--- src/rtl/wb_dest_queue_if.sv ---
// Bus bundle between the result path (master) and the write-back destination queue (slave).
// Carries the request handshake, queue controls and the register bank write port.
interface wb_dest_queue_if #(
  parameter int ADDR_W = 5,
  parameter int DATA_W = 32,
  parameter int DEPTH  = 4
);
  localparam int CNT_W = $clog2(DEPTH + 1);

  logic              req_valid;
  logic              req_ready;
  logic [1:0]        Select;
  logic [ADDR_W-1:0] I0;
  logic [15:0]       I1;
  logic [DATA_W-1:0] req_data;
  logic              flush;
  logic              wr_stall;
  logic              wr_en;
  logic [ADDR_W-1:0] wr_addr;
  logic [DATA_W-1:0] wr_data;
  logic [CNT_W-1:0]  count;
  logic              dropped;

  modport master (
    output req_valid, Select, I0, I1, req_data, flush, wr_stall,
    input  req_ready, wr_en, wr_addr, wr_data, count, dropped
  );

  modport slave (
    input  req_valid, Select, I0, I1, req_data, flush, wr_stall,
    output req_ready, wr_en, wr_addr, wr_data, count, dropped
  );
endinterface

--- src/rtl/wb_dest_queue.sv ---
// Write-back destination queue: resolves the destination register index and buffers
// {index, data} writes in a small FIFO drained one entry per cycle into the register bank.
module wb_dest_queue #(
  parameter int ADDR_W    = 5,
  parameter int DATA_W    = 32,
  parameter int DEPTH     = 4,
  parameter int SP_REG    = 29,
  parameter int RA_REG    = 31,
  parameter int RD_LSB    = 11,
  parameter int DROP_ZERO = 1
) (
  input logic             clk,
  input logic             reset_n,
  wb_dest_queue_if.slave  bus
);
  localparam int PTR_W = $clog2(DEPTH);
  localparam int CNT_W = $clog2(DEPTH + 1);
  localparam logic [CNT_W-1:0]  CNT_ZERO = {CNT_W{1'b0}};
  localparam logic [CNT_W-1:0]  CNT_FULL = CNT_W'(DEPTH);
  localparam logic [ADDR_W-1:0] IDX_ZERO = {ADDR_W{1'b0}};

  function automatic logic [ADDR_W-1:0] f_resolve_idx(
    input logic [1:0]        sel,
    input logic [ADDR_W-1:0] i0,
    input logic [15:0]       i1
  );
    logic [ADDR_W-1:0] idx;
    case (sel)
      2'b00:   idx = i0;
      2'b01:   idx = ADDR_W'(i1 >> RD_LSB);
      2'b10:   idx = ADDR_W'(SP_REG);
      2'b11:   idx = ADDR_W'(RA_REG);
      default: idx = IDX_ZERO;
    endcase
    return idx;
  endfunction

  logic [ADDR_W-1:0] r_mem_addr [DEPTH];
  logic [DATA_W-1:0] r_mem_data [DEPTH];
  logic [PTR_W-1:0]  r_wptr;
  logic [PTR_W-1:0]  r_rptr;
  logic [CNT_W-1:0]  r_count;
  logic              r_dropped;

  logic [ADDR_W-1:0] w_idx;
  logic              w_accept;
  logic              w_drop;
  logic              w_push;
  logic              w_pop;
  logic              w_nonempty;
  logic [ADDR_W-1:0] w_wr_addr;
  logic [DATA_W-1:0] w_wr_data;

  assign w_idx      = f_resolve_idx(bus.Select, bus.I0, bus.I1);
  assign w_nonempty = (r_count != CNT_ZERO);
  // Ready looks only at the stored count so wr_stall never reaches req_ready.
  assign bus.req_ready = (r_count < CNT_FULL);
  assign w_accept   = bus.req_valid & bus.req_ready;
  assign w_drop     = w_accept & (DROP_ZERO != 0) & (w_idx == IDX_ZERO) & ~bus.flush;
  assign w_push     = w_accept & ~w_drop & ~bus.flush;
  assign w_pop      = w_nonempty & ~bus.wr_stall & ~bus.flush;

  // Head entry presented to the register bank; zero when the queue is empty.
  always_comb begin
    w_wr_addr = IDX_ZERO;
    w_wr_data = {DATA_W{1'b0}};
    if (w_nonempty) begin
      w_wr_addr = r_mem_addr[r_rptr];
      w_wr_data = r_mem_data[r_rptr];
    end else begin
      w_wr_addr = IDX_ZERO;
      w_wr_data = {DATA_W{1'b0}};
    end
  end

  // FIFO storage, pointers, occupancy and drop pulse.
  always_ff @(posedge clk or negedge reset_n) begin
    if (!reset_n) begin
      r_wptr    <= {PTR_W{1'b0}};
      r_rptr    <= {PTR_W{1'b0}};
      r_count   <= CNT_ZERO;
      r_dropped <= 1'b0;
      for (int i = 0; i < DEPTH; i++) begin
        r_mem_addr[i] <= IDX_ZERO;
        r_mem_data[i] <= {DATA_W{1'b0}};
      end
    end else if (bus.flush) begin
      r_wptr    <= {PTR_W{1'b0}};
      r_rptr    <= {PTR_W{1'b0}};
      r_count   <= CNT_ZERO;
      r_dropped <= 1'b0;
    end else begin
      r_dropped <= w_drop;
      if (w_push) begin
        r_mem_addr[r_wptr] <= w_idx;
        r_mem_data[r_wptr] <= bus.req_data;
        r_wptr             <= r_wptr + PTR_W'(1);
      end
      if (w_pop) begin
        r_rptr <= r_rptr + PTR_W'(1);
      end
      case ({w_push, w_pop})
        2'b10:   r_count <= r_count + CNT_W'(1);
        2'b01:   r_count <= r_count - CNT_W'(1);
        default: r_count <= r_count;
      endcase
    end
  end

  assign bus.wr_en   = w_pop;
  assign bus.wr_addr = w_wr_addr;
  assign bus.wr_data = w_wr_data;
  assign bus.count   = r_count;
  assign bus.dropped = r_dropped;
endmodule

--- src/flat_wrapper.sv ---
// flat-port wrapper written by rule: the top's interface ports become plain ports
module wb_dest_queue_flat 
#(
  parameter int ADDR_W    = 5,
  parameter int DATA_W    = 32,
  parameter int DEPTH     = 4,
  parameter int SP_REG    = 29,
  parameter int RA_REG    = 31,
  parameter int RD_LSB    = 11,
  parameter int DROP_ZERO = 1
)
  (clk, reset_n, bus_req_valid, bus_Select, bus_I0, bus_I1, bus_req_data, bus_flush, bus_wr_stall, bus_req_ready, bus_wr_en, bus_wr_addr, bus_wr_data, bus_count, bus_dropped);
  wb_dest_queue_if #(.ADDR_W(ADDR_W), .DATA_W(DATA_W), .DEPTH(DEPTH)) bus_i ();
  input logic clk;
  input logic reset_n;
  input wire logic [$bits(bus_i.req_valid)-1:0] bus_req_valid;
  input wire logic [$bits(bus_i.Select)-1:0] bus_Select;
  input wire logic [$bits(bus_i.I0)-1:0] bus_I0;
  input wire logic [$bits(bus_i.I1)-1:0] bus_I1;
  input wire logic [$bits(bus_i.req_data)-1:0] bus_req_data;
  input wire logic [$bits(bus_i.flush)-1:0] bus_flush;
  input wire logic [$bits(bus_i.wr_stall)-1:0] bus_wr_stall;
  output wire logic [$bits(bus_i.req_ready)-1:0] bus_req_ready;
  output wire logic [$bits(bus_i.wr_en)-1:0] bus_wr_en;
  output wire logic [$bits(bus_i.wr_addr)-1:0] bus_wr_addr;
  output wire logic [$bits(bus_i.wr_data)-1:0] bus_wr_data;
  output wire logic [$bits(bus_i.count)-1:0] bus_count;
  output wire logic [$bits(bus_i.dropped)-1:0] bus_dropped;
  assign bus_i.req_valid = bus_req_valid;
  assign bus_i.Select = bus_Select;
  assign bus_i.I0 = bus_I0;
  assign bus_i.I1 = bus_I1;
  assign bus_i.req_data = bus_req_data;
  assign bus_i.flush = bus_flush;
  assign bus_i.wr_stall = bus_wr_stall;
  assign bus_req_ready = bus_i.req_ready;
  assign bus_wr_en = bus_i.wr_en;
  assign bus_wr_addr = bus_i.wr_addr;
  assign bus_wr_data = bus_i.wr_data;
  assign bus_count = bus_i.count;
  assign bus_dropped = bus_i.dropped;
  wb_dest_queue #(.ADDR_W(ADDR_W), .DATA_W(DATA_W), .DEPTH(DEPTH), .SP_REG(SP_REG), .RA_REG(RA_REG), .RD_LSB(RD_LSB), .DROP_ZERO(DROP_ZERO)) u_core (.clk(clk), .reset_n(reset_n), .bus(bus_i));
endmodule
--- config.mk ---
export PLATFORM = sky130hd
export DESIGN_NAME = wb_dest_queue_flat
export DESIGN_NICKNAME = d
export VERILOG_FILES = /design/src/rtl/wb_dest_queue_if.sv /design/src/rtl/wb_dest_queue.sv /design/src/flat_wrapper.sv
export SDC_FILE = /design/constraint.sdc
export NUM_CORES = 1
export LEC_CHECK = 0
export CAP_MARGIN = 20
export CORE_MARGIN = 3
export CORE_UTILIZATION = 55
export CTS_CLUSTER_SIZE = 40
export DETAILED_ROUTE_END_ITERATION = 8
export PLACE_DENSITY = 0.8
export SYNTH_ARGS = -nofsm -noshare
export SYNTH_HDL_FRONTEND = slang
export SYNTH_SLANG_ARGS = --single-unit
--- constraint.sdc ---
create_clock -name clk -period 2.4 [get_ports clk]
set_clock_uncertainty 0.05 [all_clocks]
set_input_delay 0.48 -clock clk [delete_from_list [all_inputs] [get_ports clk]]
set_output_delay 0.48 -clock clk [all_outputs]
set_load 0.005 [all_outputs]
==> results_dict.tcl, run 1 <==
set metrics [dict create \
    min_period_ns 2.455 \
    start_util_pct 56.88 \
    finalSetupViolations 33 \
    diodes 0 \
    remaining_drc_errors 0 \
    finalPower_mw 11.96 \
    synth_nets 554 \
    drv_slew 0 \
    cts_buffer_depth 2 \
    firstDrtPassIters 4 \
    cp_slowest_cell "mux4_2" \
    grt-ovfl-total 0 \
    dp_cells 759 \
    max_slew_margin_pct 62.71 \
    gp_congestion 0.7854 \
    synth_edf_count 0 \
    clk_pin_slew_ns 0.06 \
    synth_ff_type "dfrtp_1" \
    ys_types 37 \
    die_w_microns 120.7 \
    gr-usage-all-layers_pct 24.73 \
    hold_viol 0 \
    status "finished, violations left" \
    worst_ep_required_time_ns 1.87 \
    cts_tree "done" \
    synth-seq-area-share_pct 53.94 \
    place_hpwl_microns 10070 \
    postRouteAntennaNets 0 \
    die_area_sq_mm 0.01457 \
    worstSetupStartpointType "flop" \
    synth.avg_cell_area_sq_um 14.80 \
    hold_end "u_core.r_mem_addr[5]$_DFFE_PN0P_" \
    worstPathArrival_ns 1.92 \
    fillers 836 \
    cts_buffers 17 \
    grt_pass1_wl_microns 27390 \
    fp.dieH_microns 120.7 \
    r2r_setup_slack_ns 0.30 \
    via_per_inst 5.777 \
    nets 684 \
    pre_cts_ws_ns -0.3051 \
    fin_crit_sh_pct 102.3 \
    r2r_start "u_core.bus.count[2]$_DFFE_PN0P_" \
    powerDensity_mw_per_mm2 1264 \
    critical_path.max_stage_delay_ns 0.52 \
    avgRoutedWirePerCell_microns 20.95 \
    hold_path.class "flop to flop" \
    areaGrowthSynthToFinish_pct 30.71 \
    synth_cells 489 \
    worst-slew-pin-transition_ns 0.5593 \
    layout.cells.non_filler 804 \
    htreeDepth 4 \
    grt_pass1_vias 5232 \
    io_pins 103 \
    netlist_area_sq_mm 0.007237 \
    drt_first_iter_violations 295 \
    rsz0062_at_grt "yes" \
    min_from "u_core.r_mem_addr[5]$_DFFE_PN0P_" \
    path_max_fanout 5 \
    violations "negative setup slack" \
    synth_warnings 0 \
    r2r-end "u_core.r_mem_addr[3]$_DFFE_PN0P_" \
    synthArstFlopShare_pct 100.0 \
    rows 41 \
    rr_worst_depth 7 \
    via_count 4645 \
    core_sq_mm 0.01272 \
    drv_cap 0 \
    end_kind "output port" \
    hold_depth 2 \
    clk_latency_ns 0.42 \
    ir_drop_v 0.001145 \
    path_class "flop to output port" \
    cts.sinks 156 \
    placed_cell_area_sq_mm 0.008641 \
    ys_ff_latch 156 \
    antenna_found_initial 0 \
    setup_ws_ns -0.05493 \
    fmax_mhz 407.3 \
    p_leak_nw 4.230 \
    cts-root-buf "clkbuf_16" \
    drive_gt1_share_pct 49.68 \
    crit_chain "buf_6 > buf_16 > mux4_2 > nor2b_1 > buf_2" \
    totalWireLength_microns 16840 \
    fin_area_sq_mm 0.009459 \
    grt_start_max_net_pins 62 \
    io_buffer_count 91 \
]
## kinds of logic (layout without fill, tap and decap cells)
family / Yosys count / count (layout) / share of synthesized area [%]
DFF: 156 / 156 / 53.94
and+or+nand+nor: 94 / 94 / 7.763
muxes: 166 / 166 / 31.57
buffers and inverters: 33 / 176 / 2.541
xor gates and xnor gates: 4 / 4 / 0.6743
AOI/OAI and AO/OA: 31 / 31 / 2.542
adders and majority gates: 5 / 5 / 0.9682
## placed cells by master, fill, tap and decap left out, types with 17 or more instances in the layout
cell             netlist  layout
buf_2                  9      37
buf_4                 13      26
clkbuf_16              0      17
clkdlybuf4s50_1        0      52
dfrtp_1              156     151
mux2_2               128     128
mux4_2                37      37
nand2_1               24      24
nor2b_1               42      28
o21ai_0               22      22
## power by group
part	switching, mW	total (mW)	internal (mW)
Combinational	1.72	4.53	2.81
Sequential	0.645	4.42	3.77
Clock	1.03	3.00	1.97
Total	3.40	12.0	8.56
## cells in the mapped netlist (2+ instances only)
cell type / instances / area, sq um
a211oi_1: 4 / 30.03
buf_1: 2 / 7.510
buf_2: 9 / 45.04
buf_4: 13 / 97.59
clkbuf_1: 6 / 22.52
dfrtp_1: 156 / 3904
ha_1: 4 / 50.05
inv_1: 3 / 11.26
mux2_2: 128 / 1441
mux4_2: 37 / 833.3
nand2_1: 24 / 90.09
nand3_1: 2 / 10.01
nand4_2: 4 / 50.05
nor2_1: 8 / 30.03
nor2b_1: 42 / 262.8
nor3_1: 2 / 10.01
nor3_2: 2 / 20.02
nor4_1: 2 / 12.51
o21ai_0: 22 / 110.1
xnor2_1: 2 / 17.52
## critical path, delay by kind of cell, from the launching register on
kind                   cells  cell delay, ns
AND/OR/NAND/NOR            1            0.14
buffers and inverters      3            0.42
flip-flops                 1            0.42
multiplexers               1            0.52
## how the worst max path moves through the flow
stage                                             from                         endpoint  slack [ns]  depth (start not counted)
after detailed placement                    bus_I1[11]  u_core.bus.count[1]$_DFFE_PN0P_       -0.31                          8
after global placement                      bus_I1[11]  u_core.bus.count[1]$_DFFE_PN0P_       -0.22                          8
after global routing      u_core.r_rptr[0]$_DFFE_PN0P_                   bus_wr_data[0]       -0.10                          5
after floorplan                             bus_I1[11]  u_core.bus.count[1]$_DFFE_PN0P_        0.29                          7
final                     u_core.r_rptr[0]$_DFFE_PN0P_                   bus_wr_data[0]       -0.05                          5
after CTS                 u_core.r_rptr[0]$_DFFE_PN0P_                   bus_wr_data[5]       -0.05                          5
## flip-flops by register name, indices dropped and copies added, names as in the netlist
signal / cells
u_core.bus.dropped: 1
u_core.bus.count: 3
u_core.r_rptr: 2
u_core.r_mem_addr: 20
u_core.r_mem_data: 128
u_core.r_wptr: 2
## area by class of cell
type	instances	area [sq um]	share of cell area (%)
Clock buffer	20	446.7	4.722
Timing Repair Buffer	141	1405	14.85
Clock inverter	12	217.7	2.302
Sequential cell	156	3910	41.34
Inverter	3	11.26	0.1190
Tap cell	172	215.2	2.275
Multi-Input combinational cell	300	3253	34.39
## stage by stage
| step | hold slack [ns] | utilization, % | setup TNS, ns |
|---|---|---|---|
| 3_3_place_gp | 0.4061 | 67.92 | -15.92 |
| 2_1_floorplan | 0.1344 | - | 0 |
| 5_1_grt | 0.4587 | 74.35 | -2.970 |
| 3_5_place_dp | 0.4186 | 67.92 | -21.75 |
| 6_report | 0.4317 | 74.35 | -0.6477 |
| 4_1_cts | 0.4318 | 74.27 | -0.5675 |
## timing repair
item	in CTS	in global routing
hold endpoints to repair	21	0
pin swaps	0	0
resized for setup	187	1
buffers inserted	7	1
hold buffers	1	0
gates cloned	6	0
setup endpoints to repair	38	38
## layer usage
metal  routed length [microns]  GRT usage [%]  vias up
li1                          -              -     2046
met1                      6974          31.30     2413
met2                      8640          41.43      150
met3                       812          6.314       36
met4                       417          9.136        0
met5                         0              0        -
(Power assumes the default switching activity.)
==> run 2: changes to the inputs <==
--- a/config.mk
+++ b/config.mk
@@ -10,6 +10,7 @@
 export CORE_UTILIZATION = 55
 export CTS_CLUSTER_SIZE = 40
 export DETAILED_ROUTE_END_ITERATION = 8
+export HOLD_SLACK_MARGIN = 0.08
 export PLACE_DENSITY = 0.8
 export SYNTH_ARGS = -nofsm -noshare
 export SYNTH_HDL_FRONTEND = slang
==> results of run 2 <==
The final DEF is identical to that of run 1; final timing and power are the same.
==> run 3: changes to the inputs <==
--- a/config.mk
+++ b/config.mk
@@ -8,6 +8,8 @@
 export CAP_MARGIN = 20
 export CORE_MARGIN = 3
 export CORE_UTILIZATION = 55
+export CTS_BUF_LIST = sky130_fd_sc_hd__clkbuf_4 sky130_fd_sc_hd__clkbuf_8 sky130_fd_sc_hd__clkbuf_16
+export CTS_CLUSTER_DIAMETER = 30
 export CTS_CLUSTER_SIZE = 40
 export DETAILED_ROUTE_END_ITERATION = 8
 export HOLD_SLACK_MARGIN = 0.08
==> run 3 against run 2 <==
Compared with the run above: highest routed layer unchanged; sequential power is essentially flat; combinational power about the same; worst hold slack worse by 0.0026 ns; cell count unchanged; the run still ends with negative setup slack left; die area unchanged; first-iteration DRC count shrank 4.1%; global-route usage about the same; register-to-register slack barely moved; critical path type unchanged; core utilization increased by 0.059 points; clock-buffer cell count is the same; critical path depth stayed put.
==> results_dict.tcl, run 3 (synthesized netlist as in run 1, its figures left out) <==
set metrics [dict create \
    gp_congestion 0.7854 \
    placed_cell_area_sq_mm 0.008641 \
    drv_slew 0 \
    totalWireLength_microns 16790 \
    cts-root-buf "clkbuf_16" \
    hold_end "u_core.r_mem_addr[7]$_DFFE_PN0P_" \
    p_leak_nw 4.237 \
    via_count 4607 \
    postRouteAntennaNets 0 \
    violations "negative setup slack" \
    dp_cells 759 \
    gr-usage-all-layers_pct 24.73 \
    critical_path.max_stage_delay_ns 0.51 \
    cts_buffers 17 \
    cp_slowest_cell "mux4_2" \
    clk_latency_ns 0.42 \
    setup_ws_ns -0.06165 \
    path_class "flop to output port" \
    rr_worst_depth 7 \
    finalSetupViolations 33 \
    grt-ovfl-total 0 \
    status "finished, violations left" \
    worstPathArrival_ns 1.93 \
    core_sq_mm 0.01272 \
    hold_depth 2 \
    areaGrowthSynthToFinish_pct 30.81 \
    min_period_ns 2.462 \
    worstSetupStartpointType "flop" \
    worst-slew-pin-transition_ns 0.5661 \
    remaining_drc_errors 0 \
    layout.cells.non_filler 804 \
    place_hpwl_microns 10070 \
    die_area_sq_mm 0.01457 \
    end_kind "output port" \
    grt_start_max_net_pins 62 \
    avgRoutedWirePerCell_microns 20.89 \
    r2r-end "u_core.r_mem_addr[3]$_DFFE_PN0P_" \
    layout_common_cells "dfrtp_1 (151), mux2_2 (128), clkdlybuf4s50_1 (52)" \
    wl_met1_microns 6840 \
    firstDrtPassIters 4 \
    worst_ep_required_time_ns 1.87 \
    largest_reg_flops 128 \
    antenna_found_initial 0 \
    fin_area_sq_mm 0.009467 \
    max_slew_margin_pct 62.26 \
    grt_pass1_vias 5226 \
    nets 684 \
    fp.dieH_microns 120.7 \
    wl_met3_microns 1036 \
    hold_path.class "flop to flop" \
    drt_first_iter_violations 283 \
    critical-path-top-delay-family "multiplexers" \
    cts_tree "done" \
    io_pins 103 \
    final_common_cell "dfrtp_1" \
    powerDensity_mw_per_mm2 1265 \
    htreeDepth 4 \
    rows 41 \
    rsz0062_at_grt "yes" \
    cts_buffer_depth 2 \
    regMostFlops "u_core.r_mem_data" \
    grt_pass1_wl_microns 27320 \
    r2r_setup_slack_ns 0.29 \
    die_w_microns 120.7 \
    path_max_fanout 4 \
    drv_cap 0 \
    drive_gt1_share_pct 50.00 \
    start_util_pct 56.88 \
    fin_crit_sh_pct 102.6 \
    hold_viol 0 \
    min_from "u_core.r_mem_addr[7]$_DFFE_PN0P_" \
    finalPower_mw 11.98 \
    path_buf_inv 3 \
    fin_tns_setup_ns -0.6891 \
    fmax_mhz 406.2 \
    diodes 0 \
    clk_pin_slew_ns 0.06 \
    top_layer_used "met4" \
    met2_length_microns 8606 \
    cts.sinks 156 \
    ir_drop_v 0.001113 \
    cp-startpoint "u_core.r_rptr[0]$_DFFE_PN0P_" \
    crit_chain "buf_6 > buf_16 > mux4_2 > nor2b_1 > buf_2" \
    via_per_inst 5.730 \
    io_buffer_count 91 \
    r2r_start "u_core.bus.count[2]$_DFFE_PN0P_" \
]
-- run 3: cell count changes in the layout (fill, tap and decap cells not counted) --
cell      previous run  this run
clkbuf_1             2         0
clkbuf_4             0         2
-- run 3: per-stage QoR --
stage | setup slack [ns] | util (%) | hold WS, ns
after floorplan | 0.2883 | - | 0.1344
after global placement | -0.2157 | 67.92 | 0.4061
after detailed placement | -0.3051 | 67.92 | 0.4186
after CTS | -0.04436 | 74.33 | 0.4318
after global routing | -0.1035 | 74.41 | 0.4587
final | -0.06165 | 74.41 | 0.4291
-- run 3: what timing repair did --
action                                 4_1_cts  5_1_grt
setup endpoints to repair                   38       38
hold buffers                                 1        0
endpoints found under the hold margin       54        0
gates cloned                                 6        0
resized for setup                          187        1
setup buffers                                7        1
-- run 3: tightest hold or removal path: stages, from the launching register on --
cell and delay [ns]:
dfrtp_1 0.34, nand2_1 0.04, o21ai_0 0.06
-- run 3: worst max path at each step --
stage | depth (start not counted) | end | slack (ns)
after floorplan | 7 | u_core.bus.count[1]$_DFFE_PN0P_ | 0.29
after global placement | 8 | u_core.bus.count[1]$_DFFE_PN0P_ | -0.22
after detailed placement | 8 | u_core.bus.count[1]$_DFFE_PN0P_ | -0.31
after CTS | 5 | bus_wr_data[5] | -0.04
after global routing | 5 | bus_wr_data[0] | -0.10
final | 5 | bus_wr_addr[1] | -0.06
-- run 3: cell type report --
cell class	instances	area [sq um]
Fill cell	833	3256
Timing Repair Buffer	141	1405
Sequential cell	156	3910
Clock inverter	12	217.7
Clock buffer	20	454.2
Inverter	3	11.26
Tap cell	172	215.2
Multi-Input combinational cell	300	3253
-- run 3: routing by layer --
layer  vias up  GRT usage, %
met5         -             0
met1      2378         31.42
met4         0         8.428
li1       2044             -
met2       158         41.74
met3        27         6.174
-- run 3: where the power goes --
| group | internal (mW) | switching, mW | leakage (nW) |
|---|---|---|---|
| Sequential | 3.77 | 0.642 | 1.95 |
| Clock | 1.99 | 1.04 | 0.323 |
| Combinational | 2.81 | 1.71 | 1.96 |
